File: config.mk
export PLATFORM = sky130hd
export DESIGN_NAME = c9_bist_sequencer
export DESIGN_NICKNAME = d
export VERILOG_FILES = /design/src/rtl/c9_bist_pkg.sv /design/src/rtl/c9_bist_sisr.sv /design/src/rtl/c9_bist_sequencer.sv
export SDC_FILE = /design/constraint.sdc
export NUM_CORES = 1
export LEC_CHECK = 0
export BUFFER_PORTS_ARGS = -buffer_cell sky130_fd_sc_hd__buf_2
export CORE_ASPECT_RATIO = 2
export CORE_MARGIN = 5
export CORE_UTILIZATION = 35
export DETAILED_ROUTE_END_ITERATION = 10
export HOLD_SLACK_MARGIN = 0.12
export SETUP_SLACK_MARGIN = 0.3
export SYNTH_ARGS = -nofsm -noshare
export SYNTH_HDL_FRONTEND = slang
export SYNTH_SLANG_ARGS = --single-unit
File: constraint.sdc
create_clock -name CK -period 1.85 [get_ports CK]
set_clock_uncertainty 0.1 [all_clocks]
set_input_delay 0.37 -clock CK [delete_from_list [all_inputs] [get_ports CK]]
set_output_delay 0.37 -clock CK [all_outputs]
set_load 0.01 [all_outputs]
File: src/rtl/c9_bist_pkg.sv
// Shared types and constants for the C9 BIST sequencer.
// The optional signature register (C9_BIST_SISR_EN) uses the SISR constants and step function.
package c9_bist_pkg;

  typedef enum logic [1:0] {
    ST_IDLE,
    ST_SETTLE,
    ST_SAMPLE
  } state_t;

  localparam int N_IN_DEF = 4;
  localparam int N_VEC    = 2 ** N_IN_DEF;
  localparam int SET_W    = 4;                 // settle counter covers 0..15
  localparam int ERR_W    = $clog2(N_VEC + 1);

  // x^16 + x^12 + x^5 + 1, x^16 implied by the shift-out
  localparam logic [15:0] SISR_POLY = 16'h1021;
  localparam logic [15:0] SISR_SEED = 16'hFFFF;

  function automatic logic [15:0] sisr_step(input logic [15:0] s, input logic din);
    logic fb;
    fb = s[15] ^ din;
    return {s[14:0], 1'b0} ^ (fb ? SISR_POLY : 16'h0000);
  endfunction

endpackage

File: src/rtl/c9_bist_sisr.sv
// Serial-input signature register compressing the CUT response stream.
// Only built when C9_BIST_SISR_EN is defined.
`ifdef C9_BIST_SISR_EN
module c9_bist_sisr
  import c9_bist_pkg::*;
(
  input  logic        CK,
  input  logic        RST,
  input  logic        clr,
  input  logic        shift,
  input  logic        din,
  output logic [15:0] sig
);

  logic [15:0] sig_q;
  logic [15:0] sig_d;

  always_comb begin
    sig_d = sig_q;
    if (clr) begin
      sig_d = SISR_SEED;
    end else if (shift) begin
      sig_d = sisr_step(sig_q, din);
    end
  end

  always_ff @(posedge CK) begin
    if (RST) begin
      sig_q <= SISR_SEED;
    end else begin
      sig_q <= sig_d;
    end
  end

  assign sig = sig_q;

endmodule
`endif

File: src/rtl/c9_bist_sequencer.sv
// Exhaustive BIST sequencer for the 4-in/1-out C9 netlist: steps vectors, settles, compares to GOLDEN.
// Optional signature output sig[15:0] when C9_BIST_SISR_EN is defined.
module c9_bist_sequencer
  import c9_bist_pkg::*;
#(
  parameter int                  N_IN   = 4,
  parameter int                  SETTLE = 2,
  parameter logic [2**N_IN-1:0]  GOLDEN = {(2**N_IN){1'b1}}
) (
  input  logic                            CK,
  input  logic                            RST,
  input  logic                            start,
  input  logic                            cut_out,
  output logic [N_IN-1:0]                 cut_in,
  output logic                            busy,
  output logic                            done,
  output logic                            pass,
  output logic [$clog2(2**N_IN+1)-1:0]    err_cnt,
  output logic                            fail_valid,
  output logic [N_IN-1:0]                 fail_vec
`ifdef C9_BIST_SISR_EN
  ,
  output logic [15:0]                     sig
`endif
);

  localparam int                NV       = 2 ** N_IN;
  localparam int                EW       = $clog2(NV + 1);
  localparam logic [SET_W-1:0]  SETTLE_L = SET_W'(SETTLE);
  localparam logic [N_IN-1:0]   LAST_VEC = N_IN'(NV - 1);

  state_t           state_q, state_d;
  logic [SET_W-1:0] cnt_q, cnt_d;
  logic [N_IN-1:0]  cut_in_q, cut_in_d;
  logic             busy_q, busy_d;
  logic             done_q, done_d;
  logic             pass_q, pass_d;
  logic [EW-1:0]    err_q, err_d;
  logic             fv_q, fv_d;
  logic [N_IN-1:0]  fvec_q, fvec_d;

  logic             mismatch;
  logic [EW-1:0]    err_inc;

  assign mismatch = (cut_out != GOLDEN[cut_in_q]);
  assign err_inc  = err_q + EW'(mismatch);

  always_comb begin
    state_d  = state_q;
    cnt_d    = cnt_q;
    cut_in_d = cut_in_q;
    busy_d   = busy_q;
    done_d   = 1'b0;
    pass_d   = pass_q;
    err_d    = err_q;
    fv_d     = fv_q;
    fvec_d   = fvec_q;

    case (state_q)
      ST_IDLE: begin
        if (start) begin
          cut_in_d = '0;
          busy_d   = 1'b1;
          err_d    = '0;
          fv_d     = 1'b0;
          fvec_d   = '0;
          pass_d   = 1'b0;
          cnt_d    = SETTLE_L;
          state_d  = (SETTLE == 0) ? ST_SAMPLE : ST_SETTLE;
        end
      end

      ST_SETTLE: begin
        // Counter value 1 marks the last settle cycle of this vector.
        if (cnt_q != '0) begin
          cnt_d = cnt_q - SET_W'(1);
        end
        if (cnt_q <= SET_W'(1)) begin
          state_d = ST_SAMPLE;
        end
      end

      ST_SAMPLE: begin
        err_d = err_inc;
        if (mismatch && !fv_q) begin
          fv_d   = 1'b1;
          fvec_d = cut_in_q;
        end
        if (cut_in_q == LAST_VEC) begin
          state_d = ST_IDLE;
          busy_d  = 1'b0;
          done_d  = 1'b1;
          pass_d  = (err_inc == '0);
        end else begin
          cut_in_d = cut_in_q + N_IN'(1);
          cnt_d    = SETTLE_L;
          state_d  = (SETTLE == 0) ? ST_SAMPLE : ST_SETTLE;
        end
      end

      default: begin
        state_d = ST_IDLE;
      end
    endcase
  end

  always_ff @(posedge CK) begin
    if (RST) begin
      state_q  <= ST_IDLE;
      cnt_q    <= '0;
      cut_in_q <= '0;
      busy_q   <= 1'b0;
      done_q   <= 1'b0;
      pass_q   <= 1'b0;
      err_q    <= '0;
      fv_q     <= 1'b0;
      fvec_q   <= '0;
    end else begin
      state_q  <= state_d;
      cnt_q    <= cnt_d;
      cut_in_q <= cut_in_d;
      busy_q   <= busy_d;
      done_q   <= done_d;
      pass_q   <= pass_d;
      err_q    <= err_d;
      fv_q     <= fv_d;
      fvec_q   <= fvec_d;
    end
  end

  assign cut_in     = cut_in_q;
  assign busy       = busy_q;
  assign done       = done_q;
  assign pass       = pass_q;
  assign err_cnt    = err_q;
  assign fail_valid = fv_q;
  assign fail_vec   = fvec_q;

`ifdef C9_BIST_SISR_EN
  logic sisr_clr;
  logic sisr_shift;

  assign sisr_clr   = (state_q == ST_IDLE) && start;
  assign sisr_shift = (state_q == ST_SAMPLE);

  c9_bist_sisr u_sisr (
    .CK    (CK),
    .RST   (RST),
    .clr   (sisr_clr),
    .shift (sisr_shift),
    .din   (cut_out),
    .sig   (sig)
  );
`endif

endmodule

==> reports/qor.yml, run 1 <==
die-height_um: 89.5
rrSetupSlack_ns: 0.19
min_period_ns: 1.66
clockBufferDepth: 2
die_area_um2: 4450
crit_buf_inv: 0
hold_class: "flip-flop to flip-flop"
leakage_nw: 0.601
reg2reg_depth: 5
drt_iter0_drc: 15
critical_path_arrival_ns: 1.78
met2WireLength_mm: 1.43
ys_ff_latch: 23
yosysWarnings: 0
core-area_um2: 3120
p_sw_share_pct: 26.7
cts_root_buf: "clkbuf_8"
path_clk_slew_ns: 0.08
worst_hold_startpoint: "fail_vec[0]"
place_hpwl_mm: 2.06
die_w_um: 49.8
grt_max_degree: 14
clkPwrFrac_pct: 31.2
wl_per_cell_um: 14.3
critPathKind: "flip-flop to flip-flop"
netlist_area_um2: 1110
path_max_fanout: 2
drtPass1Iterations: 4
required_ns: 1.97
n_antenna_cell: 0
setup_viol: 0
p_int_mw: 0.738
endpoint_kind: "flip-flop"
cts_sinks: 23
grt_pass1_vias: 1035
dp_slack_ns: -0.170
via_per_inst: 5.49
areaGrowthSynthToFinish_pct: 27.6
detail-route-antenna-nets: 0
insertion_delay_ns: 0.26
initial_core_util_pct: 35.4
cp_common_cell: "ha_4"
gp_congestion: 0.771
synth_cell_types: 39
power.switching_mw: 0.269
hold_viol_final: 0
slew_headroom_pct: 76.3
p_per_area_nw_per_um2: 714
max_freq_mhz: 602
reg2reg_from: "err_cnt[0]"
top_layer_used: "met4"
grt_pass1_wl_mm: 4.46
postSynthCellCount: 124
cp_cell_sequence: "ha_4, ha_4, or4_4, nor4_4, a21o_1"
outcome: "complete, no violations"
final_nets: 164
via_count: 1016
synth.avg_cell_area_um2: 8.92
cts_hold_buf: 0
antenna_found_initial: 0
rsz0062_at_grt: "true"
fin_crit_sh_pct: 89.8
rows: 29
p_seq_share_pct: 52.8
numCtsBuffers: 3
tns_ns: 0
cp_top_family: "simple AND/OR/NAND/NOR gates"
r2r_end: "pass"
ir_worst_vdd_v: 0.000501
ios: 21
totalWireLength_mm: 2.65
whs_ns: 0.379
worst_path_max_delay_cell: "or4_4"
drc: 0
power.total_mw: 1.01
cap_violations: 0
holdPathStages: 1
htreeDepth: 1
synth_fp_nets: 133
p_comb_share_pct: 16.0
cts_tree: "yes"
slew_violations: 0
ys_seq_area_share_pct: 41.6
start_kind: "flip-flop"
met3WireLength_um: 76
min_to: "fail_vec[0]"
port_buffers: 20
track_usage_pct: 12.8
tightestPinTransition_ns: 0.355
drive_above_1_share_pct: 34.4
setup_ws_ns: 0.189
grt_overflow: 0
wl_met1_mm: 1.03
cpPeakStageDelay_ns: 0.53
through the flow:
step / utilization [%] / instance area (um2) / std cells
floorplan: - / 1140 / 124
global placement: 41.8 / 1300 / 178
detailed placement: 41.8 / 1300 / 178
CTS: 44.0 / 1370 / 183
global route: 45.2 / 1410 / 185
finish: 45.2 / 1410 / 185
metal layers:
layer	vias up	GRT usage (%)
li1	509	-
met1	483	12.8
met2	16	23.3
met3	8	2.17
met4	0	9.31
met5	-	0
how the worst max path moves through the flow:
stage | startpoint | to | cells after the start
after floorplan | cut_out | pass | 6
after global placement | cut_out | pass | 7
after detailed placement | cut_out | pass | 7
after CTS | err_cnt[0] | pass | 5
after global routing | err_cnt[0] | pass | 5
final | err_cnt[0] | pass | 5
synthesized netlist by cell type, drive strengths merged:
master   count  area share, %
a211oi       1            1.1
a21o         1           0.68
a21oi       10            4.5
a22o         4            3.2
a22oi        4            2.7
a2bb2oi      1           0.79
and2         1           0.57
and2b        1           0.68
and3         1           0.57
and3b        1           0.79
and4b        1           0.91
buf          3            2.1
clkbuf       1           0.34
dfxtp       23             42
ha           5            5.7
inv          5            1.7
mux2         1            1.0
nand2        2           0.68
nand2b       5            3.5
nand3        6            2.7
nand4b       1           0.79
nor2        17            5.8
nor2b        2            1.1
nor3         6            2.7
nor3b        1           0.68
nor4         2            1.1
o21ai        6            2.7
o21bai       3            2.4
o221a        1            1.0
o22ai        1           0.57
o31ai        1           0.68
or3b         1           0.79
or4          2            1.4
xnor2        3            2.4
final cells by class:
| type | instances | area, um2 |
|---|---|---|
| fillers | 321 | 1710 |
| multi-input cells | 92 | 654 |
| flip-flops and latches | 23 | 472 |
| repair buffers | 30 | 175 |
| clock buffers | 4 | 45.0 |
| well taps | 31 | 38.8 |
| inverters | 5 | 26.3 |
cells by family (layout without fill, tap and decap cells):
| logic type | Yosys count | in the layout | share of synthesized area (%) |
|---|---|---|---|
| AOI/OAI and AO/OA | 33 | 33 | 20.4 |
| xor gates and xnor gates | 3 | 3 | 2.38 |
| adders and majority gates | 5 | 5 | 5.66 |
| buffers and inverters | 9 | 39 | 4.19 |
| DFF | 23 | 23 | 41.6 |
| muxes | 1 | 1 | 1.02 |
| and+or+nand+nor | 50 | 50 | 24.8 |
timing repair:
item,4_1_cts,5_1_grt
buffers inserted,1,2
endpoints found under the setup margin,7,9
pin swaps,5,4
gates resized for setup,4,9
power groups by stage:
stage	combinational, mW	sequential [mW]	clock, mW
floorplan	0.108	0.535	0
CTS	0.149	0.531	0.321
finish	0.161	0.532	0.315
global placement	0.142	0.543	0
global route	0.181	0.536	0.345
detailed placement	0.144	0.543	0
cell usage in the layout, fill, tap and decap left out, types with 2 or more instances in the layout:
cell / n
clkbuf_8: 3
buf_2: 20
buf_4: 10
nand2b_1: 4
a22o_1: 4
dfxtp_1: 16
o21bai_1: 2
a22oi_1: 4
a21oi_1: 10
nor2b_1: 2
nor2_1: 16
xnor2_1: 3
nand3_1: 6
nor3_1: 6
ha_1: 2
nand2_1: 2
dfxtp_2: 6
ha_4: 2
inv_1: 4
o21ai_0: 5
state kept, by name, indices dropped and copies added, names as in the netlist:
signal and cells:
fail_vec 4, fail_valid 1, err_cnt 5, cut_in 4
busy 1, pass 1, state_q 2, done 1
cnt_q 4
worst register-to-register path, cell delays in order (launching register included):
cell and delay, ns:
dfxtp_2 0.34, ha_4 0.16, ha_4 0.21, or4_4 0.53
nor4_4 0.14, a21o_1 0.14
Power figures use the tool's default switching activity.
==> run 2: changes to the inputs <==
--- a/config.mk
+++ b/config.mk
@@ -11,6 +11,8 @@
 export CORE_UTILIZATION = 35
 export DETAILED_ROUTE_END_ITERATION = 10
 export HOLD_SLACK_MARGIN = 0.12
+export RECOVER_POWER = 25
+export REMOVE_ABC_BUFFERS = 1
 export SETUP_SLACK_MARGIN = 0.3
 export SYNTH_ARGS = -nofsm -noshare
 export SYNTH_HDL_FRONTEND = slang
==> constraint.sdc (replaced) <==
create_clock -name CK -period 1.5 [get_ports CK]
set_clock_uncertainty 0.1 [all_clocks]
set_input_delay 0.3 -clock CK [delete_from_list [all_inputs] [get_ports CK]]
set_output_delay 0.3 -clock CK [all_outputs]
set_load 0.01 [all_outputs]
==> reports/qor.yml, run 2 (synthesis results as in run 1) <==
cts_tree: "yes"
wl_per_cell_um: 17.5  # +22%
grt_max_degree: 14  # unchanged
cts_sinks: 23  # unchanged
busiest_layer: "met2"
hold_viol_final: 0  # unchanged
clockBufferDepth: 2  # unchanged
place_inst: 194  # +9.0%
die-height_um: 89.5  # unchanged
areaGrowthSynthToFinish_pct: 100
endpoint_kind: "flip-flop"
slew_violations: 0  # unchanged
n_antenna_cell: 0  # unchanged
via_per_inst: 5.40  # -1.7%
die_area_um2: 4450  # unchanged
reg2reg_from: "err_cnt[0]"
path_max_fanout: 2  # unchanged
insertion_delay_ns: 0.27  # about the same
rows: 29  # unchanged
fin_crit_sh_pct: 112  # +22 points
setup_ws_ns: -0.177  # -0.365 ns
drtPass1Iterations: 4  # unchanged
rsz0062_at_grt: "true"
cts_root_buf: "clkbuf_8"
ios: 21  # unchanged
final_nets: 206  # +26%
numCtsBuffers: 3  # unchanged
grt_pass1_vias: 1230  # +19%
track_usage_pct: 17.0  # +4.2 points
power.total_mw: 1.53  # +51%
place_hpwl_mm: 2.20  # +6.9%
largest_reg_flops: 5  # unchanged
n_fill_cell: 215  # -33%
gp_congestion: 0.795  # +3.2%
slew_headroom_pct: 73.9  # -2.5 points
htreeDepth: 1  # unchanged
totalWireLength_mm: 3.98  # +50%
use_met2_pct: 30.2  # +6.8 points
drc: 0  # unchanged
r2r_end: "pass"
initial_core_util_pct: 35.4  # unchanged
post-route-util_pct: 70.9  # +26 points
critPathKind: "flip-flop to flip-flop"
rrSetupSlack_ns: -0.18  # -0.37 ns
holdPathStages: 3  # +2
use_met3_pct: 2.67  # +0.50 points
detail-route-antenna-nets: 0  # unchanged
critical_path_arrival_ns: 1.79  # about the same
drive_above_1_share_pct: 73.0  # +39 points
whs_ns: 0.365  # -0.0138 ns
min_period_ns: 1.68  # +0.0155 ns
reg2reg_depth: 5  # unchanged
antenna_found_initial: 0  # unchanged
use_met1_pct: 19.0  # +6.2 points
via_count: 1225  # +21%
final_common_cell: "buf_6"
outcome: "complete, but fails checks"
path_clk_slew_ns: 0.09  # about the same
required_ns: 1.62  # -0.35 ns
die_w_um: 49.8  # unchanged
grt_overflow: 0  # unchanged
p_per_area_nw_per_um2: 690  # -3.4%
max_freq_mhz: 596  # -0.92%
mostFrequentLayoutCells: "buf_6, buf_4, nor2_1, dfxtp_1, dfxtp_4"
leakage_nw: 0.881  # +47%
min_to: "cut_in[1]"
final-instance-count-excl-fill: 227  # +23%
grt_pass1_wl_mm: 5.92  # +33%
seq_area_um2: 498  # +5.6%
multi_input_area_um2: 987  # +51%
hold_class: "input pin to flip-flop"
setup_viol: 2  # +2
startpoint: "err_cnt[0]"
start_kind: "flip-flop"
worst_hold_startpoint: "RST"
tns_ns: -0.199  # -0.199 ns
core-area_um2: 3120  # unchanged
cap_violations: 0  # unchanged
tightestPinTransition_ns: 0.389  # +0.0343 ns
violations: "setup timing"
drt_iter0_drc: 13  # -2
ir_worst_vdd_v: 0.000647  # +29%
port_buffers: 20  # unchanged
## run 2: cell types whose count changed in the layout (fill, tap and decap cells not counted), moves of 6 or more
| cell | before | now |
|---|---|---|
| buf_6 | 0 | 32 |
| buf_4 | 10 | 28 |
| buf_2 | 20 | 6 |
| a21oi_1 | 10 | 3 |
| dfxtp_1 | 16 | 9 |
| dfxtp_4 | 1 | 8 |
| nor2_1 | 16 | 9 |
| nor2_4 | 0 | 6 |
## run 2: worst max path at each step
stage,slack (ns),cells past startpoint,end
detailed placement,-0.52,7,pass
global placement,-0.48,7,pass
floorplan,-0.32,5,pass
global route,-0.22,5,pass
finish,-0.18,5,pass
CTS,-0.19,5,pass
## run 2: area by class of cell
type                            count  share of cell area (%)
Clock buffer                        3                    1.87
Tap cell                           31                    1.75
Sequential cell                    23                    22.5
Multi-Input combinational cell     92                    44.6
Inverter                            5                   0.848
Clock inverter                      1                   0.226
Timing Repair Buffer               72                    28.2
## run 2: worst max-delay path: stages, from the launching register on
cell and delay (ns):
dfxtp_2 0.34, ha_4 0.16, ha_4 0.23, or4_4 0.43, nor4_4 0.23, a21o_1 0.13
## run 2: routing by layer
layer  share of wire (%)  vias to the layer above  wire (um)
li1                    -                      600          -
met4                 3.3                        0        130
met2                  53                       23       2110
met1                  42                      592       1660
met5                   0                        -          0
met3                 2.1                       10         85
## run 2: where the power goes
part	switching, mW	total [mW]	internal (mW)	leakage [nW]
Combinational	0.234	0.491	0.257	0.660
Sequential	0.0212	0.641	0.620	0.195
Clock	0.209	0.395	0.186	0.0255
Total	0.464	1.53	1.06	0.881
## run 2: metrics by stage
step | area (um2) | setup slack, ns
final | 2210 | -0.177
after global routing | 2210 | -0.223
after CTS | 1950 | -0.195
after detailed placement | 1390 | -0.520
after global placement | 1390 | -0.479
after floorplan | 1080 | -0.315
## run 2: timing repair
action	4_1_cts	5_1_grt
pin swaps	23	22
gates resized for setup	94	44
setup buffers	20	9
hold buffers	0	0
endpoints found under the hold margin	0	0
endpoints found under the setup margin	32	33
==> run 3: changes to the inputs <==
--- a/config.mk
+++ b/config.mk
@@ -8,7 +8,7 @@
 export BUFFER_PORTS_ARGS = -buffer_cell sky130_fd_sc_hd__buf_2
 export CORE_ASPECT_RATIO = 2
 export CORE_MARGIN = 5
-export CORE_UTILIZATION = 35
+export CORE_UTILIZATION = 40
 export DETAILED_ROUTE_END_ITERATION = 10
 export HOLD_SLACK_MARGIN = 0.12
 export RECOVER_POWER = 25
==> reports/qor.yml, run 3 (synthesis results as in run 1) <==
power.total_mw: 1.51  # -1.4%
endpoint_kind: "flip-flop"
drt_iter0_drc: 27  # +14
via_count: 1237  # +0.98%
p_comb_share_pct: 30.4  # -1.8 points
place_hpwl_mm: 2.31  # +4.9%
tightestPinTransition_ns: 0.386  # -0.00273 ns
rows: 27  # -6.9%
clkPwrFrac_pct: 27.0  # +1.1 points
required_ns: 1.62  # about the same
mostFrequentLayoutCells: "buf_6, buf_4, nor2_1, dfxtp_1, dfxtp_4"
cts_sinks: 23  # unchanged
ios: 21  # unchanged
slew_headroom_pct: 74.1  # +0.20 points
post-route-util_pct: 77.7  # +6.8 points
reg2reg_from: "err_cnt[0]"
p_int_mw: 1.05  # -1.6%
drtPass1Iterations: 4  # unchanged
rrSetupSlack_ns: -0.17  # about the same
insertion_delay_ns: 0.28  # about the same
cts_tree: "yes"
fin_crit_sh_pct: 111  # -0.28 points
grt_pass1_wl_mm: 6.09  # +2.8%
die_area_um2: 3980  # -11%
setup_viol: 1  # -1
violations: "setup timing"
hold_class: "input pin to flip-flop"
outcome: "complete, but fails checks"
die_w_um: 47.2  # -5.2%
slew_violations: 0  # unchanged
r2r_end: "pass"
die-height_um: 84.4  # -5.7%
critical_path_arrival_ns: 1.79  # about the same
drc: 0  # unchanged
leakage_nw: 0.833  # -5.5%
final_common_cell: "buf_6"
areaGrowthSynthToFinish_pct: 89.9
grt_pass1_vias: 1329  # +8.0%
ir_worst_vdd_v: 0.000766  # +18%
postLayoutCellArea_um2: 2100  # -5.0%
antenna_found_initial: 0  # unchanged
via_per_inst: 5.67  # +5.1%
critPathKind: "flip-flop to flip-flop"
final_nets: 199  # -3.4%
path_clk_slew_ns: 0.09  # about the same
p_per_area_nw_per_um2: 717  # +3.9%
port_buffers: 20  # unchanged
start_kind: "flip-flop"
clockBufferDepth: 2  # unchanged
cap_violations: 0  # unchanged
placed_cell_area_um2: 1390  # -0.18%
grt_max_degree: 13  # -1
holdPathStages: 3  # unchanged
max_freq_mhz: 598  # +0.25%
grt_overflow: 0  # unchanged
core-area_um2: 2700  # -13%
htreeDepth: 1  # unchanged
path_max_fanout: 2  # unchanged
min_to: "cut_in[1]"
gp_congestion: 0.791  # -0.54%
track_usage_pct: 20.9  # +3.9 points
largest_reg_flops: 5  # unchanged
p_sw_share_pct: 30.6  # +0.15 points
reg2reg_depth: 5  # unchanged
drive_above_1_share_pct: 68.8  # -4.2 points
power.switching_mw: 0.460  # -0.88%
worst_hold_startpoint: "RST"
rsz0062_at_grt: "true"
numCtsBuffers: 3  # unchanged
min_period_ns: 1.67  # -0.00418 ns
initial_core_util_pct: 40.9  # +5.5 points
detail-route-antenna-nets: 0  # unchanged
n_antenna_cell: 0  # unchanged
cts_root_buf: "clkbuf_8"
setup_ws_ns: -0.172  # +0.00418 ns
p_seq_share_pct: 42.6  # +0.6 points
hold_viol_final: 0  # unchanged
totalWireLength_mm: 4.16  # +4.6%
wl_per_cell_um: 19.1  # +8.9%
==> run 3: critical path, stage by stage, from the launching register on <==
cell     delay, ns
dfxtp_2       0.34
ha_4          0.17
ha_4          0.21
or4_4         0.43
nor4_4        0.23
a21o_1        0.15
==> run 3: worst max-delay path by stage <==
stage	start	endpoint	slack [ns]	cells after the start
finish	err_cnt[0]	pass	-0.17	5
global route	err_cnt[0]	pass	-0.23	5
CTS	err_cnt[0]	pass	-0.30	5
detailed placement	cut_out	pass	-0.50	7
global placement	cut_out	pass	-0.46	7
floorplan	err_cnt[0]	pass	-0.32	5
==> run 3: layout make-up <==
type | count | area [um2]
timing repair buffer | 65 | 576
tap | 29 | 36.3
sequential | 23 | 497
clock buffer | 4 | 45.0
fill | 176 | 602
inverter | 5 | 18.8
multi-input combinational | 92 | 928
==> run 3: through the flow <==
step | setup TNS, ns | hold WS (ns) | setup slack, ns | instances
after detailed placement | -0.831 | 0.354 | -0.497 | 192
final | -0.172 | 0.340 | -0.172 | 218
after floorplan | -0.315 | 0.269 | -0.315 | 120
after global routing | -0.271 | 0.342 | -0.230 | 218
after global placement | -0.588 | 0.351 | -0.456 | 192
after CTS | -0.302 | 0.322 | -0.302 | 211
==> run 3: per-layer routing <==
metal | wire length, um | share of wire [%] | vias up | global-route usage, %
met2 | 2490 | 60 | 31 | 38.8
li1 | - | - | 575 | -
met3 | 128 | 3.1 | 11 | 3.22
met5 | 0 | 0 | - | 0
met1 | 1440 | 35 | 620 | 20.3
met4 | 107 | 2.6 | 0 | 10.1
==> run 3: timing repair <==
item	CTS	global route
endpoints found under the setup margin	32	32
pin swaps	30	26
hold buffers	0	0
setup buffers	15	7
gates resized for setup	84	42
==> run 3: power by group through the flow <==
stage | logic (mW) | clock network [mW] | registers [mW]
after global placement | 0.223 | 0 | 0.660
after global routing | 0.481 | 0.427 | 0.644
after CTS | 0.351 | 0.394 | 0.644
after floorplan | 0.109 | 0 | 0.667
after detailed placement | 0.226 | 0 | 0.660
final | 0.457 | 0.406 | 0.642
